[src/rtl/cpu_types_pkg.sv]
// Shared CPU types for the memory stage: access FSM states, func3 width codes, store lane helper.
package cpu_types_pkg;

  typedef logic [31:0] word_t;

  typedef enum logic [1:0] {
    IDLE   = 2'd0,
    ACCESS = 2'd1,
    DONE   = 2'd2
  } mem_state_t;

  localparam logic [2:0] LB  = 3'b000;
  localparam logic [2:0] LH  = 3'b001;
  localparam logic [2:0] LW  = 3'b010;
  localparam logic [2:0] LBU = 3'b100;
  localparam logic [2:0] LHU = 3'b101;

  localparam logic [2:0] SB = 3'b000;
  localparam logic [2:0] SH = 3'b001;
  localparam logic [2:0] SW = 3'b010;

  typedef struct packed {
    logic [3:0] byteen;
    word_t      data;
  } store_lane_t;

  // Byte/half stores replicate the value so the dcache can pick any lane by byteen.
  function automatic store_lane_t store_format(logic [2:0] func3, logic [1:0] addr_lo, word_t data);
    store_lane_t s;
    unique case (func3[1:0])
      2'b00: begin
        s.byteen = 4'b0001 << addr_lo;
        s.data   = {4{data[7:0]}};
      end
      2'b01: begin
        s.byteen = 4'b0011 << {addr_lo[1], 1'b0};
        s.data   = {2{data[15:0]}};
      end
      default: begin
        s.byteen = 4'hF;
        s.data   = data;
      end
    endcase
    return s;
  endfunction

endpackage

[src/rtl/mem_access_ctrl_load_align.sv]
// load_align: selects the addressed byte/half of a dcache word and sign- or zero-extends it.
module load_align
  import cpu_types_pkg::*;
(
  input  word_t       dmemload,
  input  logic [1:0]  addr_lo,
  input  logic [2:0]  func3,
  output word_t       load_data
);

  logic [7:0]  byte_sel;
  logic [15:0] half_sel;

  always_comb begin
    byte_sel  = dmemload[{addr_lo, 3'b000} +: 8];
    half_sel  = addr_lo[1] ? dmemload[31:16] : dmemload[15:0];
    load_data = dmemload;
    case (func3)
      LB:      load_data = {{24{byte_sel[7]}}, byte_sel};
      LBU:     load_data = {24'd0, byte_sel};
      LH:      load_data = {{16{half_sel[15]}}, half_sel};
      LHU:     load_data = {16'd0, half_sel};
      default: load_data = dmemload;
    endcase
  end

endmodule

[src/rtl/mem_access_ctrl.sv]
// Memory-stage access sequencer between EX/MEM, the dcache and MEM/WB.
// Optional LR/SC reservation support is compiled in with ATOMIC_RESERVATION_EN.
module mem_access_ctrl
  import cpu_types_pkg::*;
#(
  parameter int unsigned TIMEOUT_W = 8
) (
  input  logic        CLK,
  input  logic        nRST,
  input  logic        req_valid,
  input  logic        memRead,
  input  logic        memWrite,
  input  logic [2:0]  func3,
  input  logic [31:0] addr,
  input  logic [31:0] store_data,
  input  logic        flush,
  input  logic        wb_stall,
  input  logic        dhit,
  input  logic [31:0] dmemload,
  output logic        dmemREN,
  output logic        dmemWEN,
  output logic [31:0] dmemaddr,
  output logic [31:0] dmemstore,
  output logic [3:0]  dmembyteen,
  output logic [31:0] load_data,
  output logic        mem_busy,
  output logic        wb_en,
  output logic        misalign,
  output logic        mem_err
`ifdef ATOMIC_RESERVATION_EN
  ,
  input  logic        is_lr,
  input  logic        is_sc,
  input  logic        snoop_inv,
  input  logic [31:0] snoop_addr
`endif
);

  // Last count value before the wait budget of 2**TIMEOUT_W-1 cycles runs out.
  localparam logic [TIMEOUT_W-1:0] CntLast = {{(TIMEOUT_W-1){1'b1}}, 1'b0};

  mem_state_t           state_q, state_d;
  logic [TIMEOUT_W-1:0] cnt_q, cnt_d;
  logic                 flush_q, flush_d;
  logic [1:0]           addr_lo_q, addr_lo_d;
  logic [2:0]           func3_q, func3_d;
  logic                 ren_d, wen_d;
  word_t                daddr_d, dstore_d, load_d;
  logic [3:0]           byteen_d;
  logic                 misalign_d, err_d;

  logic        mem_op, start, misaligned, sc_fail, sc_q, sc_d;
  word_t       fmt_data;
  store_lane_t st_fmt;

  assign mem_op = memRead | memWrite;
  assign start  = req_valid & mem_op & ~flush;
  assign st_fmt = store_format(func3, addr[1:0], store_data);

  always_comb begin
    misaligned = 1'b0;
    unique case (func3[1:0])
      2'b00:   misaligned = 1'b0;
      2'b01:   misaligned = addr[0];
      default: misaligned = addr[1:0] != 2'b00;
    endcase
  end

  load_align u_load_align (
    .dmemload  (dmemload),
    .addr_lo   (addr_lo_q),
    .func3     (func3_q),
    .load_data (fmt_data)
  );

`ifdef ATOMIC_RESERVATION_EN
  logic        resv_valid_q, resv_valid_d;
  logic [29:0] resv_addr_q, resv_addr_d;

  assign sc_fail = is_sc & ~(resv_valid_q & (resv_addr_q == addr[31:2]));

  always_comb begin
    resv_valid_d = resv_valid_q;
    resv_addr_d  = resv_addr_q;
    if (state_q == IDLE && start && !misaligned && is_lr && !is_sc) begin
      resv_valid_d = 1'b1;
      resv_addr_d  = addr[31:2];
    end
    if (state_q == IDLE && start && is_sc) begin
      resv_valid_d = 1'b0;
    end
    // Snoop is checked against the post-update address so it also beats a same-cycle LR.
    if (snoop_inv && snoop_addr[31:2] == resv_addr_d) begin
      resv_valid_d = 1'b0;
    end
  end

  always_ff @(posedge CLK or negedge nRST) begin
    if (!nRST) begin
      resv_valid_q <= 1'b0;
      resv_addr_q  <= '0;
    end else begin
      resv_valid_q <= resv_valid_d;
      resv_addr_q  <= resv_addr_d;
    end
  end
`else
  assign sc_fail = 1'b0;
`endif

  always_comb begin
    state_d    = state_q;
    cnt_d      = cnt_q;
    flush_d    = flush_q;
    addr_lo_d  = addr_lo_q;
    func3_d    = func3_q;
    sc_d       = sc_q;
    ren_d      = dmemREN;
    wen_d      = dmemWEN;
    daddr_d    = dmemaddr;
    dstore_d   = dmemstore;
    byteen_d   = dmembyteen;
    load_d     = load_data;
    misalign_d = 1'b0;
    err_d      = mem_err;
    wb_en      = 1'b0;
    mem_busy   = 1'b0;

    unique case (state_q)
      IDLE: begin
        mem_busy = req_valid & (mem_op | wb_stall);
        if (req_valid && !mem_op && !flush) begin
          wb_en = ~wb_stall;
        end
        if (start) begin
          if (misaligned) begin
            misalign_d = 1'b1;
            load_d     = '0;
            state_d    = DONE;
          end else if (sc_fail) begin
            load_d  = 32'd1;
            state_d = DONE;
          end else begin
            state_d   = ACCESS;
            cnt_d     = '0;
            flush_d   = 1'b0;
            addr_lo_d = addr[1:0];
            func3_d   = func3;
`ifdef ATOMIC_RESERVATION_EN
            sc_d      = is_sc;
`else
            sc_d      = 1'b0;
`endif
            ren_d     = ~memWrite;
            wen_d     = memWrite;
            daddr_d   = {addr[31:2], 2'b00};
            dstore_d  = memWrite ? st_fmt.data : '0;
            byteen_d  = memWrite ? st_fmt.byteen : 4'h0;
          end
        end
      end
      ACCESS: begin
        mem_busy = 1'b1;
        flush_d  = flush_q | flush;
        // A flushed access still runs to completion; only its writeback is suppressed.
        if (dhit) begin
          ren_d   = 1'b0;
          wen_d   = 1'b0;
          load_d  = sc_q ? '0 : fmt_data;
          state_d = (flush_q | flush) ? IDLE : DONE;
        end else if (cnt_q == CntLast) begin
          ren_d   = 1'b0;
          wen_d   = 1'b0;
          err_d   = 1'b1;
          load_d  = '0;
          state_d = (flush_q | flush) ? IDLE : DONE;
        end else begin
          cnt_d = cnt_q + 1'b1;
        end
      end
      DONE: begin
        mem_busy = wb_stall;
        if (flush) begin
          state_d = IDLE;
        end else begin
          wb_en = ~wb_stall;
          if (!wb_stall) begin
            state_d = IDLE;
          end
        end
      end
      default: state_d = IDLE;
    endcase
  end

  always_ff @(posedge CLK or negedge nRST) begin
    if (!nRST) begin
      state_q    <= IDLE;
      cnt_q      <= '0;
      flush_q    <= 1'b0;
      addr_lo_q  <= 2'b00;
      func3_q    <= 3'b000;
      sc_q       <= 1'b0;
      dmemREN    <= 1'b0;
      dmemWEN    <= 1'b0;
      dmemaddr   <= '0;
      dmemstore  <= '0;
      dmembyteen <= 4'h0;
      load_data  <= '0;
      misalign   <= 1'b0;
      mem_err    <= 1'b0;
    end else begin
      state_q    <= state_d;
      cnt_q      <= cnt_d;
      flush_q    <= flush_d;
      addr_lo_q  <= addr_lo_d;
      func3_q    <= func3_d;
      sc_q       <= sc_d;
      dmemREN    <= ren_d;
      dmemWEN    <= wen_d;
      dmemaddr   <= daddr_d;
      dmemstore  <= dstore_d;
      dmembyteen <= byteen_d;
      load_data  <= load_d;
      misalign   <= misalign_d;
      mem_err    <= err_d;
    end
  end

endmodule
[config.mk]
export PLATFORM = sky130hd
export DESIGN_NAME = mem_access_ctrl
export DESIGN_NICKNAME = d
export VERILOG_FILES = /design/src/rtl/cpu_types_pkg.sv /design/src/rtl/mem_access_ctrl_load_align.sv /design/src/rtl/mem_access_ctrl.sv
export SDC_FILE = /design/constraint.sdc
export NUM_CORES = 1
export LEC_CHECK = 0
export CORE_MARGIN = 2
export CORE_UTILIZATION = 40
export CTS_BUF_LIST = sky130_fd_sc_hd__clkbuf_4 sky130_fd_sc_hd__clkbuf_8
export CTS_CLUSTER_DIAMETER = 120
export DETAILED_ROUTE_END_ITERATION = 8
export GPL_TIMING_DRIVEN = 0
export PLACE_DENSITY = 0.75
export RECOVER_POWER = 100
export SLEW_MARGIN = 20
export SYNTH_ARGS = -nofsm -noshare
export SYNTH_HDL_FRONTEND = slang
export SYNTH_SLANG_ARGS = --single-unit
[constraint.sdc]
create_clock -name CLK -period 2.1 [get_ports CLK]
set_clock_uncertainty 0.05 [all_clocks]
set_input_delay 0.42 -clock CLK [delete_from_list [all_inputs] [get_ports CLK]]
set_output_delay 0.42 -clock CLK [all_outputs]
set_load 0.03 [all_outputs]
==> metrics.txt, run 1 <==
CTS tree built; period utilization 0.960; number of inserted diodes 0; max cap viols 0; Synth Area in Adders 0.00433; Slew HR 0.298; Layout area overhead 49.0%; max-slew violation count 0; mux cell area share after synthesis 0.148; post-synthesis compound-gate area fraction 0.179; hold_ws 0.425 ns; CTS Sinks 118; Synthesis Warnings 0; clock latency on the worst-skew pair 0.45 ns; IO Count 213; post-synthesis sequential area ratio 0.511; via count 5,298; Seq cells post-synth 118; Worst Setup Path Type flip-flop to flip-flop; area of the mapped netlist 0.00578 sq mm; ys flop type dfrtp_1; initial drt markers 355; clock tree root buffer cell clkbuf_8; drt first pass iters 5; Die Height 124 um; setup_tns 0 ns; Die X 124 um; layout cells sized above 1 0.165; fill count 1,148; Hold Violations, Final 0; RePlAce Congestion 0.902; final setup fails 0; layout net count 880; Fmax 496 MHz; PortBufs 210; via/cell ratio 5.50; Period minus WS final 2.02 ns; Worst Setup End Kind flip-flop; htree depth 4; All-Layer GR Usage 0.237; DRT Wirelength 18.2 mm; CORE AREA 0.0140 sq mm; Cell variety after synth 54; Max IR drop VDD 0.644 mV; Power Dens Cells 1210 mW/mm^2; crit path DAT 2.29 ns; Final Util 0.616; initial antenna violation count 0; Worst Tran Pin Value 1.05 ns; number of global-route vias before repair 5,478; post-route ant nets 0; CTS Buffer Depth 2; reg2reg setup slack 0.08 ns; Leakage 3.61 nW; Async S/R FF share, synth 1.00; worst hold path class flip-flop to flip-flop; row count 43; Initial Util 0.413; worst path required time 2.38 ns; XOR/XNOR share of the synthesized area 0.00606; Syn Area/Cell 10.8 sq um; full die area 0.0154 sq mm; Gate Count Post-Synth 537; first-pass GRT wire length 29.0 mm; number of flops mapped to enable cells by yosys 0; Max FO, Critical Path 10; DRC errors left 0; status complete, no violations; largest family of logic cells by synthesized area compound AO/OA/AOI/OAI gates; GR Overflow Total 0; cts bufs inserted 17; Reg clk slew, reported paths 0.07 ns; simple-gate share of the synthesized area 0.111; Critical Path Source Type flip-flop; Avg WL per Cell 18.9 um; hpwl dp 13.6 mm; largest net degree at the start of global routing 81
## cell usage after synthesis (4+ instances only)
master	number	area, sq um
nor2_1	21	78.8
xor2_1	4	35.0
a21boi_0	8	60.1
nor3b_1	6	45.0
a21oi_1	23	115
dfrtp_1	118	2950
o22ai_1	8	50.1
buf_4	6	45.0
o21ai_0	72	360
clkbuf_1	23	86.3
inv_1	8	30.0
buf_2	11	55.1
a22o_1	8	70.1
mux2i_1	18	180
a221o_1	18	180
nor2b_1	16	100
mux2_2	53	597
nand4_1	4	25.0
a32o_1	6	60.1
nand2_1	52	195
## layout make-up
cell class | count | area [sq um] | share of cell area
sequential | 118 | 2950 | 0.343
multi-input combinational | 369 | 2640 | 0.307
timing repair buffer | 215 | 2150 | 0.250
clock buffer | 20 | 269 | 0.0312
tap | 180 | 225 | 0.0261
buffer | 42 | 219 | 0.0254
clock inverter | 12 | 129 | 0.0150
inverter | 8 | 30.0 | 0.00348
## placed cells by master, fill, tap and decap left out, drive strengths merged, types with 3 or more instances in the layout
cell	n
or2	3
buf	25
xor2	4
nand3	3
nor2b	16
dfrtp	118
o22ai	8
o2bb2ai	3
clkinv	4
nor3b	7
a22o	8
o21ai	75
a21boi	8
a32o	6
nor4	4
a21oi	23
nor2	21
clkbuf	44
a221o	18
mux2i	19
nand4	5
nand2b	3
inv	8
nand2	52
mux2	56
clkinvlp	6
clkdlybuf4s50	205
## layer usage
layer | wire (um) | global-route usage | vias up
met3 | 1290 | 0.0680 | 35
li1 | - | - | 2424
met2 | 8960 | 0.397 | 236
met5 | 0 | 0 | -
met1 | 7540 | 0.291 | 2603
met4 | 412 | 0.0859 | 0
## final timing paths
kind                       startpoint       endpoint  depth (start not counted)
max in group asynchronous        nRST  dmemstore[28]                          3
min                           mem_err        mem_err                          2
min reg2reg                   mem_err        mem_err                          2
max reg2reg                  cnt_q[0]  load_data[28]                          8
min in group asynchronous        nRST  load_data[24]                          2
max                          cnt_q[0]  load_data[28]                          8
## worst max-delay path: stages (launching register included)
cell and delay (ns):
dfrtp_1 0.42, inv_1 0.12, ha_4 0.17, nand4_4 0.14, o21ai_4 0.19, nand4_1 0.09, buf_4 0.17, buf_2 0.18
a221o_1 0.37
## sequential cells by signal, summed over array words and instances, names as in the netlist
name,count
addr_lo_q,2
cnt_q,8
dmemREN,1
dmemWEN,1
dmemaddr,30
dmembyteen,4
dmemstore,32
flush_q,1
func3_q,3
load_data,32
mem_err,1
misalign,1
state_q,2
## metrics by stage
step | worst slack [ns] | std cells | total power, mW | instance area, sq um
6_report | 0.0843 | 964 | 10.4 | 8620
3_5_place_dp | -0.731 | 929 | 8.37 | 8140
5_1_grt | -0.00699 | 964 | 11.0 | 8620
3_3_place_gp | -3.91 | 928 | 8.26 | 8110
2_1_floorplan | 0.118 | 538 | 6.20 | 5790
4_1_cts | 0.00366 | 965 | 10.5 | 8590
## report_power, final
part | internal, mW | total, mW | switching, mW
clock network | 1.12 | 2.08 | 0.961
logic | 2.18 | 4.88 | 2.70
registers | 3.01 | 3.49 | 0.482
## logic make-up (layout without fill, tap and decap cells)
family / count (synthesis) / in the layout
muxes: 76 / 76
AOI/OAI and AO/OA: 160 / 160
DFF: 118 / 118
other: 1 / 2
and+or+nand+nor: 125 / 125
buffers and inverters: 51 / 297
xor gates and xnor gates: 4 / 4
adders and majority gates: 2 / 2
## repair_timing
action / CTS / global route
hold buffers: 1 / 0
pin swaps: 2 / 1
resized for setup: 18 / 18
hold endpoints to repair: 38 / 0
endpoints found under the setup margin: 75 / 73
setup buffers: 3 / 0
(Power assumes the default switching activity.)
==> run 2, diff against run 1 <==
CELL_PAD_IN_SITES_DETAIL_PLACEMENT = 1   (was unset)
CELL_PAD_IN_SITES_GLOBAL_PLACEMENT = 1   (was unset)
CORE_UTILIZATION = 35   (was 40)
PLACE_DENSITY = 0.85   (was 0.75)
REMOVE_ABC_BUFFERS = 1   (was unset)
==> run 2 against run 1 <==
Register-to-register slack hardly changed. Cell area is 1.6% higher. Sequential share of layout area is 0.44 points lower. Fmax is 2.2% lower. First-iteration DRC count is 15% lower. Combinational power is 2% higher. Sequential power is 3% higher. Count of clock-buffer cells in the layout is 3 higher. Cell count is 1.6% higher. Utilization is 6.9 points lower. Power is 3.7% higher. Largest cell class unchanged. Largest power group unchanged.
==> metrics.txt, run 2 (same netlist as run 1, synthesis figures left out) <==
status complete, no violations; Slew HR 0.461 (+0.163); setup_tns 0 ns (unchanged); CTS Sinks 118 (unchanged); RePlAce Congestion 0.820 (-9.2%); Post-Layout Cell Count 979 (+1.6%); most frequent cells in the layout clkdlybuf4s50_1 (203), dfrtp_1 (114), o21ai_0 (72); Reg clk slew, reported paths 0.07 ns (about the same); number of global-route vias before repair 5,982 (+9.2%); Worst Setup End Kind flip-flop; post-route setup slack 0.0400 ns (-0.0443 ns); Period minus WS final 2.06 ns (+0.0443 ns); most common cell after layout, fill and taps aside clkdlybuf4s50_1; Post-Layout Inst Area 0.00875 sq mm (+1.6%); dpl cells 926 (-0.32%); Worst Tran Pin Value 0.809 ns (-0.245 ns); Die Height 133 um (+6.7%); IO Count 213 (unchanged); first-pass GRT wire length 33.7 mm (+16%); worst path required time 2.37 ns (about the same); clock tree root buffer cell clkbuf_8; Die X 133 um (+6.7%); Final Util 0.547 (-0.0691); full die area 0.0176 sq mm (+14%); cts bufs inserted 17 (unchanged); Worst Setup Path Type input pin to flip-flop; final setup fails 0 (unchanged); max-slew violation count 0 (unchanged); Sequential Power Share 0.332 (-0.002); largest net degree at the start of global routing 61 (-25%); via count 5,297 (-0.019%); Max FO, Critical Path 24 (+14); Critical Path Source Type input pin; CORE AREA 0.0160 sq mm (+14%); Largest regs dmemstore x32, load_data x32, dmemaddr x30; Fmax 485 MHz (-2.2%); Initial Util 0.361 (-0.0520); CP startpoint flush; switching pwr 4.27 mW (+3.1%); All-Layer GR Usage 0.246 (+0.00900); hpwl dp 14.3 mm (+5.1%); Hold Violations, Final 0 (unchanged); Layout area overhead 51.4%; clock latency on the worst-skew pair 0.45 ns (about the same); Max IR drop VDD 0.524 mV (-19%); CTS Buffer Depth 2 (unchanged); worst hold path class input pin to flip-flop; htree depth 4 (unchanged); Int Power 6.57 mW (+4.1%); crit path DAT 2.33 ns (+0.04 ns); DRT Wirelength 21.1 mm (+16%); PortBufs 210 (unchanged); initial antenna violation count 0 (unchanged); row count 46 (+7.0%); Power Dens Cells 1240 mW/mm^2 (+2.1%); worst slack, placed -2.34 ns (-1.61 ns); post-route ant nets 0 (unchanged); logic gate share of total power 0.460 (-0.007); hold_sp memWrite; period utilization 0.981 (+0.0211); Leakage 3.64 nW (+0.87%); layout cells sized above 1 0.183 (+0.0189); FF-to-FF Start state_q[1]; drt first pass iters 4 (-1); via/cell ratio 5.41 (-1.6%); CTS tree built; DRC errors left 0 (unchanged); switching share of power 0.394 (-0.00242); Post-DP Area 0.00808 sq mm (-0.81%); Avg WL per Cell 21.6 um (+14%); Clk pwr share 0.209 (+0.010); GR Overflow Total 0 (unchanged); layout net count 860 (-2.3%); number of inserted diodes 0 (unchanged); max cap viols 0 (unchanged); initial drt markers 301 (-15%)
-- run 2: changes by cell type in the layout (fill, tap and decap cells not counted), sizes merged --
cell	change
clkbuf	-20
bufinv	+1
clkdlybuf4s15	+1
dlymetal6s2s	-1
buf	+4
clkinvlp	-5
o221ai	+1
clkdlybuf4s50	-2
-- run 2: final timing paths --
path,end,slack (ns),cells past startpoint
min in group asynchronous,dmemstore[23],0.45,2
worst max register to register,dmemaddr[16],0.08,5
worst min-delay path,dmemstore[28],0.38,3
worst min register to register,mem_err,0.45,2
worst max-delay path,dmemaddr[16],0.04,7
max in group asynchronous,addr_lo_q[1],0.81,3
-- run 2: area by class of cell --
cell class / instances / area [sq um]
timing repair buffer: 236 / 2360
multi-input combinational: 370 / 2710
tap: 216 / 270
fill: 1758 / 7250
inverter: 8 / 30.0
clock buffer: 23 / 304
clock inverter: 8 / 121
sequential: 118 / 2960
-- run 2: power groups by stage --
stage	clock [mW]	combinational (mW)	sequential, mW
4_1_cts	2.32	4.97	3.59
2_1_floorplan	0	1.22	4.88
3_3_place_gp	0	4.56	3.61
5_1_grt	2.41	5.24	3.70
3_5_place_dp	0	4.74	3.67
6_report	2.26	4.98	3.59
-- run 2: worst max-delay path: stages --
cell and delay (ns):
clkdlybuf4s50_1 0.57, nor2b_4 0.24, o221ai_4 0.17, nor2_4 0.19, buf_16 0.17, buf_16 0.18
mux2_2 0.37
-- run 2: repair_timing --
action	CTS	global route
endpoints found under the setup margin	119	47
pin swaps	6	2
gates cloned	2	0
gates resized for setup	40	6
hold buffers	1	0
hold endpoints to repair	58	0
setup buffers	15	4
-- run 2: routing by layer --
| metal | vias to the layer above | share of wire | GRT usage |
|---|---|---|---|
| li1 | 2390 | - | - |
| met1 | 2707 | 0.39 | 0.281 |
| met2 | 165 | 0.54 | 0.448 |
| met3 | 35 | 0.045 | 0.0552 |
| met4 | 0 | 0.025 | 0.0896 |
| met5 | - | 0 | 0 |
-- run 2: stage by stage --
stage	power, mW	hold slack [ns]
2_1_floorplan	6.11	0.0744
3_3_place_gp	8.16	0.416
3_5_place_dp	8.42	0.386
4_1_cts	10.9	0.348
5_1_grt	11.4	0.388
6_report	10.8	0.380
